### config.mk
export PLATFORM = sky130hd
export DESIGN_NAME = rx_frame_reader
export DESIGN_NICKNAME = d
export VERILOG_FILES = /design/src/rtl/rx_frame_reader.sv
export SDC_FILE = /design/constraint.sdc
export NUM_CORES = 1
export LEC_CHECK = 0
export CAP_MARGIN = 40
export CORE_MARGIN = 2
export CORE_UTILIZATION = 35
export DETAILED_ROUTE_END_ITERATION = 8
export GPL_ROUTABILITY_DRIVEN = 0
export PLACE_DENSITY = 0.51
export SETUP_SLACK_MARGIN = 0.3
export SLEW_MARGIN = 40
export SYNTH_ARGS = -nofsm -noshare
export SYNTH_HDL_FRONTEND = slang
export SYNTH_SLANG_ARGS = --single-unit
### constraint.sdc
create_clock -name clk -period 14.25 [get_ports clk]
set_input_delay 2.85 -clock clk [delete_from_list [all_inputs] [get_ports clk]]
set_output_delay 2.85 -clock clk [all_outputs]
set_load 0.05 [all_outputs]
### src/rtl/rx_frame_reader.sv
// rx_frame_reader: drains one frame from the RX buffer read port
// as a valid/ready byte stream through a 2-entry skid FIFO.
module rx_frame_reader #(
  parameter int ADDR_W = 12,
  parameter int DATA_W = 8
) (
  input  logic              clk,
  input  logic              rst,
  input  logic              start,
  input  logic [ADDR_W-1:0] start_addr,
  input  logic [ADDR_W-1:0] frame_len,
  output logic [ADDR_W-1:0] ram_addr,
  input  logic [DATA_W-1:0] ram_q,
  output logic [DATA_W-1:0] out_data,
  output logic              out_valid,
  output logic              out_last,
  input  logic              out_ready,
  output logic              busy,
  output logic              done,
  output logic [ADDR_W-1:0] rd_ptr
);

  typedef enum logic [1:0] {
    IDLE,
    STREAM,
    DONE
  } state_t;

  state_t            state_q;
  logic [ADDR_W-1:0] rd_addr_q;
  logic [ADDR_W-1:0] rem_q;
  logic [ADDR_W-1:0] len_q;
  logic [ADDR_W-1:0] acc_cnt_q;
  logic [ADDR_W-1:0] acc_addr_q;
  logic [ADDR_W-1:0] rd_ptr_q;
  logic [ADDR_W-1:0] hold_q;
  logic              infl_q;
  logic              busy_q;
  logic              done_q;

  logic [1:0]        cnt_q, cnt_d;
  logic [DATA_W-1:0] d0_q, d0_d;
  logic [DATA_W-1:0] d1_q, d1_d;

  logic              valid;
  logic              pop;
  logic              issue;
  logic              is_last;
  logic [2:0]        occ;

  assign valid   = (cnt_q != 2'd0);
  assign pop     = valid & out_ready;
  // occupancy the FIFO will reach once the in-flight byte lands
  assign occ     = {1'b0, cnt_q} + {2'b00, infl_q} - {2'b00, pop};
  assign issue   = (state_q == STREAM) && (rem_q != '0) && (occ < 3'd2);
  assign is_last = (acc_cnt_q == (len_q - 1'b1));

  assign ram_addr  = issue ? rd_addr_q : hold_q;
  assign out_data  = d0_q;
  assign out_valid = valid;
  assign out_last  = valid & is_last;
  assign busy      = busy_q;
  assign done      = done_q;
  assign rd_ptr    = rd_ptr_q;

  always_comb begin
    d0_d  = d0_q;
    d1_d  = d1_q;
    cnt_d = cnt_q;
    unique case ({pop, infl_q})
      2'b11: begin
        if (cnt_q == 2'd2) begin
          d0_d = d1_q;
          d1_d = ram_q;
        end else begin
          d0_d = ram_q;
        end
      end
      2'b10: begin
        d0_d  = d1_q;
        cnt_d = cnt_q - 2'd1;
      end
      2'b01: begin
        if (cnt_q == 2'd0) d0_d = ram_q;
        else d1_d = ram_q;
        cnt_d = cnt_q + 2'd1;
      end
      default: ;
    endcase
  end

  always_ff @(posedge clk) begin
    if (rst) begin
      state_q    <= IDLE;
      rd_addr_q  <= '0;
      rem_q      <= '0;
      len_q      <= '0;
      acc_cnt_q  <= '0;
      acc_addr_q <= '0;
      rd_ptr_q   <= '0;
      hold_q     <= '0;
      infl_q     <= 1'b0;
      busy_q     <= 1'b0;
      done_q     <= 1'b0;
      cnt_q      <= 2'd0;
      d0_q       <= '0;
      d1_q       <= '0;
    end else begin
      cnt_q  <= cnt_d;
      d0_q   <= d0_d;
      d1_q   <= d1_d;
      infl_q <= issue;
      hold_q <= ram_addr;
      done_q <= 1'b0;
      unique case (state_q)
        IDLE: begin
          if (start) begin
            rd_addr_q  <= start_addr;
            rem_q      <= frame_len;
            len_q      <= frame_len;
            acc_cnt_q  <= '0;
            acc_addr_q <= start_addr;
            busy_q     <= 1'b1;
            if (frame_len == '0) begin
              state_q <= DONE;
              done_q  <= 1'b1;
            end else begin
              state_q <= STREAM;
            end
          end
        end
        STREAM: begin
          if (issue) begin
            rd_addr_q <= rd_addr_q + 1'b1;
            rem_q     <= rem_q - 1'b1;
          end
          if (pop) begin
            acc_cnt_q  <= acc_cnt_q + 1'b1;
            acc_addr_q <= acc_addr_q + 1'b1;
            rd_ptr_q   <= acc_addr_q + 1'b1;
            if (is_last) begin
              state_q <= DONE;
              done_q  <= 1'b1;
            end
          end
        end
        DONE: begin
          busy_q  <= 1'b0;
          state_q <= IDLE;
        end
        default: state_q <= IDLE;
      endcase
    end
  end

endmodule

==> impl_metrics.sql <==
INSERT INTO impl_metrics (metric_group, metric, value, unit) VALUES
('setup_path', 'worstReg2RegStart', 'len_q[0]$_SDFFE_PP0P_', ''),
('final_layout', 'finalInstanceArea', '0.00674', 'sq mm'),
('sta', 'slew_headroom', '0.426', ''),
('setup_path', 'cpPeakStageDelay', '0.71', 'ns'),
('setup_path', 'crit_path_end_kind', 'output port', ''),
('min_path', 'hp-class', 'reg2reg', ''),
('yosys', 'post_synth_simple_gate_area', '0.251', ''),
('power_and_ir_drop', 'power-per-cell-area', '147', 'mW/mm^2'),
('setup_path', 'r2r-end', 'done$_SDFF_PP0_', ''),
('sta', 'fin_crit_sh', '0.644', ''),
('global_route', 'initial_antenna_violation_count', '0', ''),
('placed_design', 'placed_cell_area', '0.00642', 'sq mm'),
('min_path', 'hold_path_end', 'rd_ptr[1]$_SDFFE_PP0P_', ''),
('final_layout', 'area_delta_synth_final', '22.0', '%'),
('route', 'drtIter0Drc', '326', ''),
('yosys', 'synth_largest_type_area_fraction', '0.388', ''),
('setup_path', 'critical_path.cell_chain', 'clkdlybuf4s50_1, o21ai_0, buf_4, inv_1, ha_1, nor2_1, fa_1, nor4_2, buf_4, mux2_2, clkdlybuf4s50_1', ''),
('clock_tree', 'cts_tree', 'yes', ''),
('placed_design', 'portBuffers', '71', ''),
('yosys', 'synth-warning-count', '0', ''),
('min_path', 'worstHoldStart', 'rd_ptr[1]$_SDFFE_PP0P_', ''),
('final_layout', 'n_antenna_cell', '0', ''),
('setup_path', 'cp.required', '11.40', 'ns'),
('yosys', 'syn_area', '0.00552', 'sq mm'),
('final_layout', 'drive_gt1_frac', '0.0728', ''),
('setup_path', 'worst_path_dominant_cell_family', 'buffers and inverters', ''),
('min_path', 'cells_on_worst_hold_path', '2', ''),
('clock_tree', 'post_cts_resized', '0', ''),
('route', 'vias', '4972', ''),
('sta', 'tightestPinTransition', '0.858', 'ns'),
('yosys', 'main_combinational_cell_family_by_area_after_synthesis', 'simple AND/OR/NAND/NOR gates', ''),
('clock_tree', 'cts.sink_count', '107', ''),
('sta', 'finalHoldViolations', '0', ''),
('yosys', 'netlist.top_cell.by_area', 'dfxtp_1', ''),
('yosys', 'synth_seq_area_share', '0.388', ''),
('setup_path', 'data_arrival_time_of_the_critical_path', '6.32', 'ns'),
('setup_path', 'crit_path_max_fanout', '14', ''),
('clock_tree', 'cts_buffers', '9', ''),
('floorplan', 'floorplan.die.width', '130', 'um'),
('yosys', 'postSynthAreaPerCell', '8.07', 'sq um'),
('yosys', 'most_instantiated_flip_flop_cell_in_the_synthesis_netlist', 'dfxtp_1', ''),
('global_route', 'gr-usage-all-layers', '0.182', ''),
('yosys', 'synth_cell_types', '62', ''),
('floorplan', 'std_cell_rows', '45', ''),
('sta', 'highest_attainable_clock_frequency', '109', 'MHz'),
('route', 'drt-vias-per-instance', '5.22', ''),
('clock_tree', 'cts.reportedPaths.clkPinSlew', '0.07', 'ns'),
('floorplan', 'die_area', '0.0168', 'sq mm'),
('floorplan', 'floorplan.io_pins', '72', ''),
('final_layout', 'finalNetCount', '783', ''),
('flow_run', 'drv_cap', '0', ''),
('global_route', 'grt_pass1_wl', '24100', 'um'),
('route', 'detail_route.first_pass.iterations', '7', ''),
('clock_tree', 'clock-root-buffer', 'clkbuf_16', ''),
('floorplan', 'effective_utilization_at_floorplan', '0.361', ''),
('route', 'antenna_left', '0', ''),
('setup_path', 'critPathSlowestCell', 'clkdlybuf4s50_1', ''),
('yosys', 'synth_compound_gate_area_share', '0.181', ''),
('clock_tree', 'post_cts.repair.setup_buffers', '0', ''),
('placed_design', 'hpwlAfterDp', '10700', 'um'),
('route', 'post-route-drc-count', '0', ''),
('outcome', 'status', 'finished, final reports clean', ''),
('clock_tree', 'source_to_sink_clock_delay_at_the_later_pin_of_the_worst_skew_pair', '0.35', 'ns'),
('global_route', 'first_global_vias', '4572', ''),
('clock_tree', 'buffer_levels_on_the_longest_clock_path', '2', ''),
('yosys', 'muxShareOfSynthArea', '0.0465', ''),
('sta', 'final.min_clock_period', '9.17', 'ns'),
('yosys', 'synthesis.instances', '684', ''),
('sta', 'finalSetupTns', '0', 'ns'),
('yosys', 'synth_edf_count', '0', ''),
('setup_path', 'crit_buf_inv', '5', '');
==> worst min-delay path, cell delays in order, from the launching register on <==
cell and delay [ns]:
dfxtp_1 0.32, nand2_1 0.05, a21oi_1 0.05
==> cell families (layout without fill, tap and decap cells) <==
family,count (synthesis),count (layout)
and+or+nand+nor,292,292
adders and majority gates,10,10
DFF,107,107
buffers and inverters,58,116
AOI/OAI and AO/OA,154,154
xor gates and xnor gates,39,39
muxes,24,24
==> through the flow <==
step           worst slack [ns]  cells  power, W   util
6_report                   5.08    953  0.000989  0.440
5_1_grt                    4.89    953   0.00105  0.440
4_1_cts                    5.04    953  0.000998  0.439
3_5_place_dp               5.08    937  0.000733  0.419
3_3_place_gp               5.11    936  0.000727  0.418
2_1_floorplan              5.69    684  0.000625      -
==> final cells by class <==
class / instances / area [sq um]
Fill cell: 1563 / 8580
Multi-Input combinational cell: 519 / 3160
Sequential cell: 107 / 2140
Timing Repair Buffer: 81 / 793
Tap cell: 211 / 264
Clock buffer: 12 / 256
Inverter: 19 / 71.3
Clock inverter: 4 / 55.1
==> sequential cells by signal, summed over array words and instances, names as in the netlist <==
register    flops
done            1
acc_cnt_q      12
acc_addr_q     12
infl_q          1
hold_q         12
rd_addr_q      12
state_q         2
len_q          12
busy            1
out_data        8
rd_ptr         12
rem_q          12
cnt_q           2
d1_q            8
==> per-layer routing <==
| layer | vias to the layer above | GRT usage | wire [um] |
|---|---|---|---|
| met5 | - | 0 | 0 |
| met4 | 0 | 0.0443 | 148 |
| met3 | 10 | 0.0367 | 530 |
| met2 | 77 | 0.280 | 6440 |
| met1 | 2340 | 0.262 | 7540 |
| li1 | 2545 | - | - |
==> worst max-delay path by stage <==
| stage | start | to | slack (ns) | cells past startpoint |
|---|---|---|---|---|
| after floorplan | out_ready | ram_addr[10] | 5.69 | 9 |
| after global placement | out_ready | ram_addr[11] | 5.11 | 11 |
| after detailed placement | out_ready | ram_addr[6] | 5.08 | 11 |
| after CTS | out_ready | ram_addr[6] | 5.04 | 11 |
| after global routing | out_ready | ram_addr[2] | 4.89 | 11 |
| final | out_ready | ram_addr[6] | 5.08 | 11 |
==> synth_stat cells (4+ instances only) <==
| cell | n |
|---|---|
| xor2_1 | 13 |
| a22oi_1 | 8 |
| ha_1 | 9 |
| nand4_1 | 5 |
| a311oi_1 | 4 |
| and2_1 | 20 |
| o21ai_0 | 33 |
| nor3_1 | 19 |
| nor4_1 | 10 |
| nor2_1 | 114 |
| or4_1 | 6 |
| a21oi_1 | 46 |
| dfxtp_1 | 107 |
| and3_1 | 4 |
| nand2_1 | 71 |
| a222oi_1 | 7 |
| clkbuf_1 | 32 |
| inv_1 | 19 |
| nand3_1 | 16 |
| a31oi_1 | 4 |
| mux2i_1 | 11 |
| a211oi_1 | 25 |
| mux2_2 | 13 |
| xnor2_1 | 25 |
==> power breakdown <==
part           switching, W  leakage, nW  total, W  internal (W)
logic              0.000214         1.33  0.000346      0.000132
clock network      0.000114        0.150  0.000262      0.000147
registers         0.0000397        0.873  0.000381      0.000341
==> cells in the final DEF (no fill, tap or decap), drive strengths merged, types with 12 or more instances in the layout <==
cell | netlist | final
a211oi | 25 | 25
a21oi | 46 | 46
and2 | 20 | 20
clkbuf | 32 | 12
clkdlybuf4s50 | 0 | 70
dfxtp | 107 | 107
inv | 19 | 21
mux2 | 13 | 13
nand2 | 71 | 71
nand3 | 16 | 16
nor2 | 114 | 114
nor3 | 19 | 19
o21ai | 34 | 34
xnor2 | 25 | 25
xor2 | 13 | 13
Power figures use the tool's default switching activity.
